File: src/rtl/ring_mon_pkg.sv
`timescale 1ns/1ps
`default_nettype none
// +--------------------------------------------------------------------------+
// | Module : ring_mon_pkg                                                    |
// | Desc   : Shared types, widths and status-bus bit positions for the ring  |
// |          phase monitor.                                                  |
// | Rev    : 1.0 - initial release                                           |
// +--------------------------------------------------------------------------+
package ring_mon_pkg;

  typedef enum logic [0:0] {
    PRIME = 1'b0,
    TRACK = 1'b1
  } ring_state_e;

  localparam int ERR_ONEHOT = 0;
  localparam int ERR_SEQ    = 1;
  localparam int ERR_STUCK  = 2;
  localparam int ERR_W      = 3;

  // Never returns 0, so a 1-entry range still gets a legal 1-bit vector.
  function automatic int idx_width(input int n);
    return (n > 1) ? $clog2(n) : 1;
  endfunction

endpackage
`default_nettype wire

File: src/rtl/onehot_encoder.sv
`timescale 1ns/1ps
`default_nettype none
// +--------------------------------------------------------------------------+
// | Module : onehot_encoder                                                  |
// | Desc   : Combinational one-hot to binary encoder with legality flag.     |
// | Rev    : 1.0 - initial release                                           |
// +--------------------------------------------------------------------------+
module onehot_encoder #(
  parameter int N     = 4,
  parameter int IDX_W = 2
) (
  input  logic [N-1:0]     onehot_i,
  output logic [IDX_W-1:0] idx_o,
  output logic             is_onehot_o
);

  // Exactly one bit set: non-zero and clearing the lowest set bit leaves zero.
  assign is_onehot_o = (onehot_i != '0) && ((onehot_i & (onehot_i - 1'b1)) == '0);

  always_comb begin
    idx_o = '0;
    for (int i = 0; i < N; i++) begin
      if (onehot_i[i]) begin
        idx_o = IDX_W'(i);
      end
    end
  end

endmodule
`default_nettype wire

File: src/rtl/ring_phase_monitor.sv
`timescale 1ns/1ps
`default_nettype none
// +--------------------------------------------------------------------------+
// | Module : ring_phase_monitor                                              |
// | Desc   : Decodes a one-hot ring token to a phase index, counts           |
// |          revolutions and flags non-one-hot, out-of-order or stalled      |
// |          tokens with sticky errors.                                      |
// | Rev    : 1.0 - initial release                                           |
// +--------------------------------------------------------------------------+
module ring_phase_monitor
  import ring_mon_pkg::*;
#(
  parameter int N           = 4,
  parameter int CNT_W       = 8,
  parameter int STUCK_LIMIT = 3
) (
  input  logic                    clk_i,
  input  logic                    reset_i,
  input  logic                    en_i,
  input  logic                    err_clear_i,
  input  logic [N-1:0]            ring_q_i,
  output logic [idx_width(N)-1:0] phase_idx_o,
  output logic                    phase_valid_o,
  output logic [CNT_W-1:0]        rev_count_o,
  output logic                    onehot_err_o,
  output logic                    seq_err_o,
  output logic                    stuck_err_o
);

  localparam int IDX_W = idx_width(N);
  localparam int SC_W  = idx_width(STUCK_LIMIT + 1);
  localparam logic [IDX_W-1:0] LAST_IDX  = IDX_W'(N - 1);
  localparam logic [SC_W-1:0]  STUCK_MAX = SC_W'(STUCK_LIMIT);

  ring_state_e      state_q, state_d;
  logic [IDX_W-1:0] idx_q, idx_d;
  logic             valid_q, valid_d;
  logic [CNT_W-1:0] rev_q, rev_d;
  logic [SC_W-1:0]  stuck_q, stuck_d;
  logic [N-1:0]     prev_q, prev_d;
  logic [ERR_W-1:0] err_q, err_d;
  logic [ERR_W-1:0] err_set;

  logic [IDX_W-1:0] enc_idx;
  logic             enc_onehot;
  logic [IDX_W-1:0] next_idx;

  onehot_encoder #(
    .N     (N),
    .IDX_W (IDX_W)
  ) u_enc (
    .onehot_i    (ring_q_i),
    .idx_o       (enc_idx),
    .is_onehot_o (enc_onehot)
  );

  // N need not be a power of two, so the modulo step is explicit.
  assign next_idx = (idx_q == LAST_IDX) ? '0 : idx_q + IDX_W'(1);

  always_comb begin
    state_d = state_q;
    idx_d   = idx_q;
    valid_d = valid_q;
    rev_d   = rev_q;
    stuck_d = stuck_q;
    prev_d  = prev_q;
    err_set = '0;

    if (en_i) begin
      prev_d = ring_q_i;
      if (ring_q_i == prev_q) begin
        if (stuck_q != STUCK_MAX) begin
          stuck_d = stuck_q + SC_W'(1);
        end
      end else begin
        stuck_d = '0;
      end
      if (stuck_d == STUCK_MAX) begin
        err_set[ERR_STUCK] = 1'b1;
      end

      if (!enc_onehot) begin
        err_set[ERR_ONEHOT] = 1'b1;
        valid_d             = 1'b0;
        state_d             = PRIME;
      end else begin
        case (state_q)
          PRIME: begin
            idx_d   = enc_idx;
            valid_d = 1'b1;
            state_d = TRACK;
          end
          TRACK: begin
            // A repeated index is a stall, which the stuck counter owns.
            if (enc_idx == next_idx) begin
              idx_d = enc_idx;
              if (idx_q == LAST_IDX) begin
                rev_d = rev_q + CNT_W'(1);
              end
            end else if (enc_idx != idx_q) begin
              idx_d            = enc_idx;
              err_set[ERR_SEQ] = 1'b1;
            end
          end
          default: state_d = PRIME;
        endcase
      end
    end

    // A fresh error in the same cycle as a clear keeps its flag set.
    err_d = (err_q & ~{ERR_W{err_clear_i}}) | err_set;
  end

  always_ff @(posedge clk_i) begin
    if (reset_i) begin
      state_q <= PRIME;
      idx_q   <= '0;
      valid_q <= 1'b0;
      rev_q   <= '0;
      stuck_q <= '0;
      prev_q  <= '0;
      err_q   <= '0;
    end else begin
      state_q <= state_d;
      idx_q   <= idx_d;
      valid_q <= valid_d;
      rev_q   <= rev_d;
      stuck_q <= stuck_d;
      prev_q  <= prev_d;
      err_q   <= err_d;
    end
  end

  assign phase_idx_o   = idx_q;
  assign phase_valid_o = valid_q;
  assign rev_count_o   = rev_q;
  assign onehot_err_o  = err_q[ERR_ONEHOT];
  assign seq_err_o     = err_q[ERR_SEQ];
  assign stuck_err_o   = err_q[ERR_STUCK];

endmodule
`default_nettype wire

File: config.mk
export PLATFORM = sky130hd
export DESIGN_NAME = ring_phase_monitor
export DESIGN_NICKNAME = d
export VERILOG_FILES = /design/src/rtl/ring_mon_pkg.sv /design/src/rtl/onehot_encoder.sv /design/src/rtl/ring_phase_monitor.sv
export SDC_FILE = /design/constraint.sdc
export NUM_CORES = 1
export LEC_CHECK = 0
export CORE_ASPECT_RATIO = 0.9
export CORE_MARGIN = 4
export CORE_UTILIZATION = 45
export DETAILED_ROUTE_END_ITERATION = 8
export GPL_ROUTABILITY_DRIVEN = 0
export PLACE_DENSITY = 0.79
export SETUP_SLACK_MARGIN = 0.02
export SLEW_MARGIN = 5
export SYNTH_ARGS = -nofsm -noshare
export SYNTH_HDL_FRONTEND = slang
export SYNTH_SLANG_ARGS = --single-unit
File: constraint.sdc
create_clock -name clk_i -period 2.62 [get_ports clk_i]
set_clock_uncertainty 0.1 [all_clocks]
set_input_delay 0.524 -clock clk_i [delete_from_list [all_inputs] [get_ports clk_i]]
set_output_delay 0.524 -clock clk_i [all_outputs]
set_load 0.05 [all_outputs]
==> flow_summary.ini <==
[flow_run]
max-cap-violations = 0

[synthesis]
synth_top_area_cell = dfxtp_1
synthXorXnorAreaFrac = 0.0631
synth_top_family_by_area = simple AND/OR/NAND/NOR gates
yosys_warnings = 0
synth_top_area_frac = 0.378
synth-async-reset-ratio = 0
synth_compound_area_frac = 0.176
ys.flop_type = dfxtp_1
synth_edf_count = 0
synthCells = 123
muxShareOfSynthArea = 0.0653
syn-cell-area_um2 = 1110
synth-simple-area-share = 0.256
ys_types = 39
synth_most_common_cell = dfxtp_1
synthesis.nets = 133
syn_area_per_cell_um2 = 9.03
synth.yosys.seq_area_share = 0.378
yosys-top-cells-count = dfxtp_1, nor2_1, a21oi_1
ys_top_cells_by_area = dfxtp_1, xor2_1, a21oi_1
synthAdderAreaFrac = 0.0225
synth_seq_cells = 21

[worst_setup_path]
critical_path_buf_inv_count = 2
cp_slowest_stage_delay_ns = 0.52
startpoint_type = input pin
timing.rr.start = phase_idx_o[0]$_SDFFE_PP0P_
reg2reg_setup_slack_ns = 0.30
cp.required_ns = 2.78
arrival_ns = 2.50
cp_slowest_cell = clkdlybuf4s50_1
path_cells = clkdlybuf4s50_1 > buf_4 > nor4b_1 > a211o_1 > nand2_1 > or3b_2 > a21oi_1
cp_top_family = simple AND/OR/NAND/NOR gates
r2r_cells = 6
cp_max_fo = 4
critPathKind = input pin to register
rr_endpoint = phase_idx_o[1]$_SDFFE_PP0P_
end_kind = register

[grt]
grt-ovfl-total = 0
grt_pass1_wl_um = 3990
grt_pass1_vias = 860
grt_max_degree = 17
antenna_found_initial = 0
grt_usage = 0.164

[power]
combPwrFrac = 0.189
vdd_ir_drop_max_mv = 0.290
internal_power_w = 0.000440
p_switching_w = 0.000173
p_leak_nw = 0.568
clkPwrFrac = 0.261
p_per_area_nw_per_um2 = 422
p_sw_frac = 0.282
seqPwrFrac = 0.550

[worst_hold_path]
hp-start = err_q[1]$_SDFF_PP0_
whs_endpoint = err_q[1]$_SDFF_PP0_
min_path_type = register to register
hold_depth = 2

[clock_network]
cts_buffer_depth = 2
htreeDepth = 1
cts-buffers-inserted = 3
cts.clk_slew.worst_paths_ns = 0.12
clock_latency_ns = 0.31
cts_setup_buffers = 0
cts_hold_buf = 0
root_buffer = clkbuf_4
cts_resized = 0
cts_sinks = 21
cts_tree = yes

[floorplanning]
die-area_um2 = 3330
initial_core_util = 0.491
ios = 22
num_rows = 16
chipHeight_um = 55.1
die_w_um = 60.4
core-area_um2 = 2260

[place]
place.detailed.hpwl_um = 1830
port_buffers = 21
place_ws_ns = -0.0298

[routing]
drc = 0
top_layer = met4
route.met3.wl_um = 141
drtPass1Iterations = 4
first_iter_violations = 24
num_vias = 1010
wl_met2_um = 1110
met1_length_um = 1160
routed_wl_um = 2430
detail-route-antenna-nets = 0
wl_per_cell_um = 13.4
routed_via_density = 5.55

[finish]
final_layout_size_suffix_gt1_frac = 0.187
syn2layout_area_growth_pct = 30.9
utilization = 0.643
diodes = 0
finalNetCount = 166
nFillCells = 193

[sta]
slew_headroom = 0.594
tns_ns = 0
max_freq_mhz = 426
tightest_slew_ns = 0.604
hold_viol = 0
finalCritPeriodShare = 0.895
grt_setup_unrepaired = false
setup_slack_ns = 0.275
drv_slew = 0
period_needed_ns = 2.35
setup_violations = 0

[status]
status = finished clean
==> metrics by stage <==
| stage | hold slack [ns] | instance area [µm²] | cells | total power, W |
|---|---|---|---|---|
| floorplan | 0.363 | 1110 | 123 | 0.000415 |
| global placement | 0.342 | 1430 | 178 | 0.000455 |
| detailed placement | 0.352 | 1430 | 178 | 0.000459 |
| CTS | 0.369 | 1450 | 182 | 0.000621 |
| global route | 0.381 | 1450 | 182 | 0.000642 |
| finish | 0.367 | 1450 | 182 | 0.000613 |
==> state kept, by name, indices dropped and copies added (netlist names) <==
register       count
phase_idx_o        2
err_q              3
prev_q             4
stuck_q            2
state_q            1
rev_count_o        8
phase_valid_o      1
==> cells in the final DEF, fill, tap and decap left out, drive strengths merged <==
master,netlist,final
inv,2,2
clkbuf,2,3
a22oi,1,1
a21oi,10,10
and2,2,2
nor4b,4,4
xnor2,1,1
nand2,5,5
o31ai,1,1
clkinv,0,1
a32oi,1,1
a211o,2,2
ha,2,2
nand4,5,5
mux2i,5,5
nand3,2,2
nor2,13,13
o21ai,3,3
o21a,4,4
xor2,7,7
o311a,1,1
nor3,4,4
o21ba,2,2
a211oi,2,2
or3,3,3
mux2,2,2
nand2b,2,2
buf,5,14
and3,2,2
nor4,1,1
dfxtp,21,21
or3b,1,1
clkdlybuf4s50,0,21
nor2b,5,5
==> worst max-delay path by stage <==
stage                                startpoint                     endpoint  cells after the start
global placement                    ring_q_i[2]  phase_idx_o[0]$_SDFFE_PP0P_                      6
detailed placement                  ring_q_i[2]  phase_idx_o[1]$_SDFFE_PP0P_                      6
finish                              ring_q_i[2]          err_q[1]$_SDFF_PP0_                      7
CTS                                 ring_q_i[2]  rev_count_o[6]$_SDFFE_PP0P_                      8
floorplan           phase_idx_o[1]$_SDFFE_PP0P_  phase_idx_o[0]$_SDFFE_PP0P_                      6
global route                        ring_q_i[2]  rev_count_o[5]$_SDFFE_PP0P_                      8
==> layout make-up <==
type                       instances  area (µm²)  share of cell area
sequential                        21         423               0.291
timing repair buffer              35         315               0.217
tap                               27        33.8              0.0232
clock inverter                     1        5.00             0.00344
inverter                           2        7.51             0.00516
multi-input combinational         93         647               0.445
clock buffer                       3        22.5              0.0155
==> kinds of logic (layout without fill, tap and decap cells) <==
| logic type | after synthesis | in the layout |
|---|---|---|
| flops | 21 | 21 |
| mux | 7 | 7 |
| buf+inv | 9 | 41 |
| fa+ha+maj | 2 | 2 |
| simple gates | 49 | 49 |
| compound gates | 27 | 27 |
| xor+xnor | 8 | 8 |
==> worst min-delay path, delay by kind of cell, from the launching register on <==
| family | cells | cell delay [ns] |
|---|---|---|
| flip-flops | 1 | 0.33 |
| AO/OA/AOI/OAI | 1 | 0.05 |
| AND/OR/NAND/NOR | 1 | 0.05 |
==> power by group through the flow <==
| stage | Combinational, W | Sequential, W | Clock (W) |
|---|---|---|---|
| 2_1_floorplan | 0.0000573 | 0.000357 | 0 |
| 3_3_place_gp | 0.000112 | 0.000344 | 0 |
| 3_5_place_dp | 0.000115 | 0.000344 | 0 |
| 4_1_cts | 0.000116 | 0.000337 | 0.000168 |
| 5_1_grt | 0.000126 | 0.000338 | 0.000178 |
| 6_report | 0.000116 | 0.000337 | 0.000160 |
==> routing by layer <==
layer	vias to the layer above	GRT usage
met5	-	0
met4	0	0.0664
met3	4	0.0418
met2	26	0.254
met1	472	0.218
li1	508	-
Power figures use the tool's default switching activity.
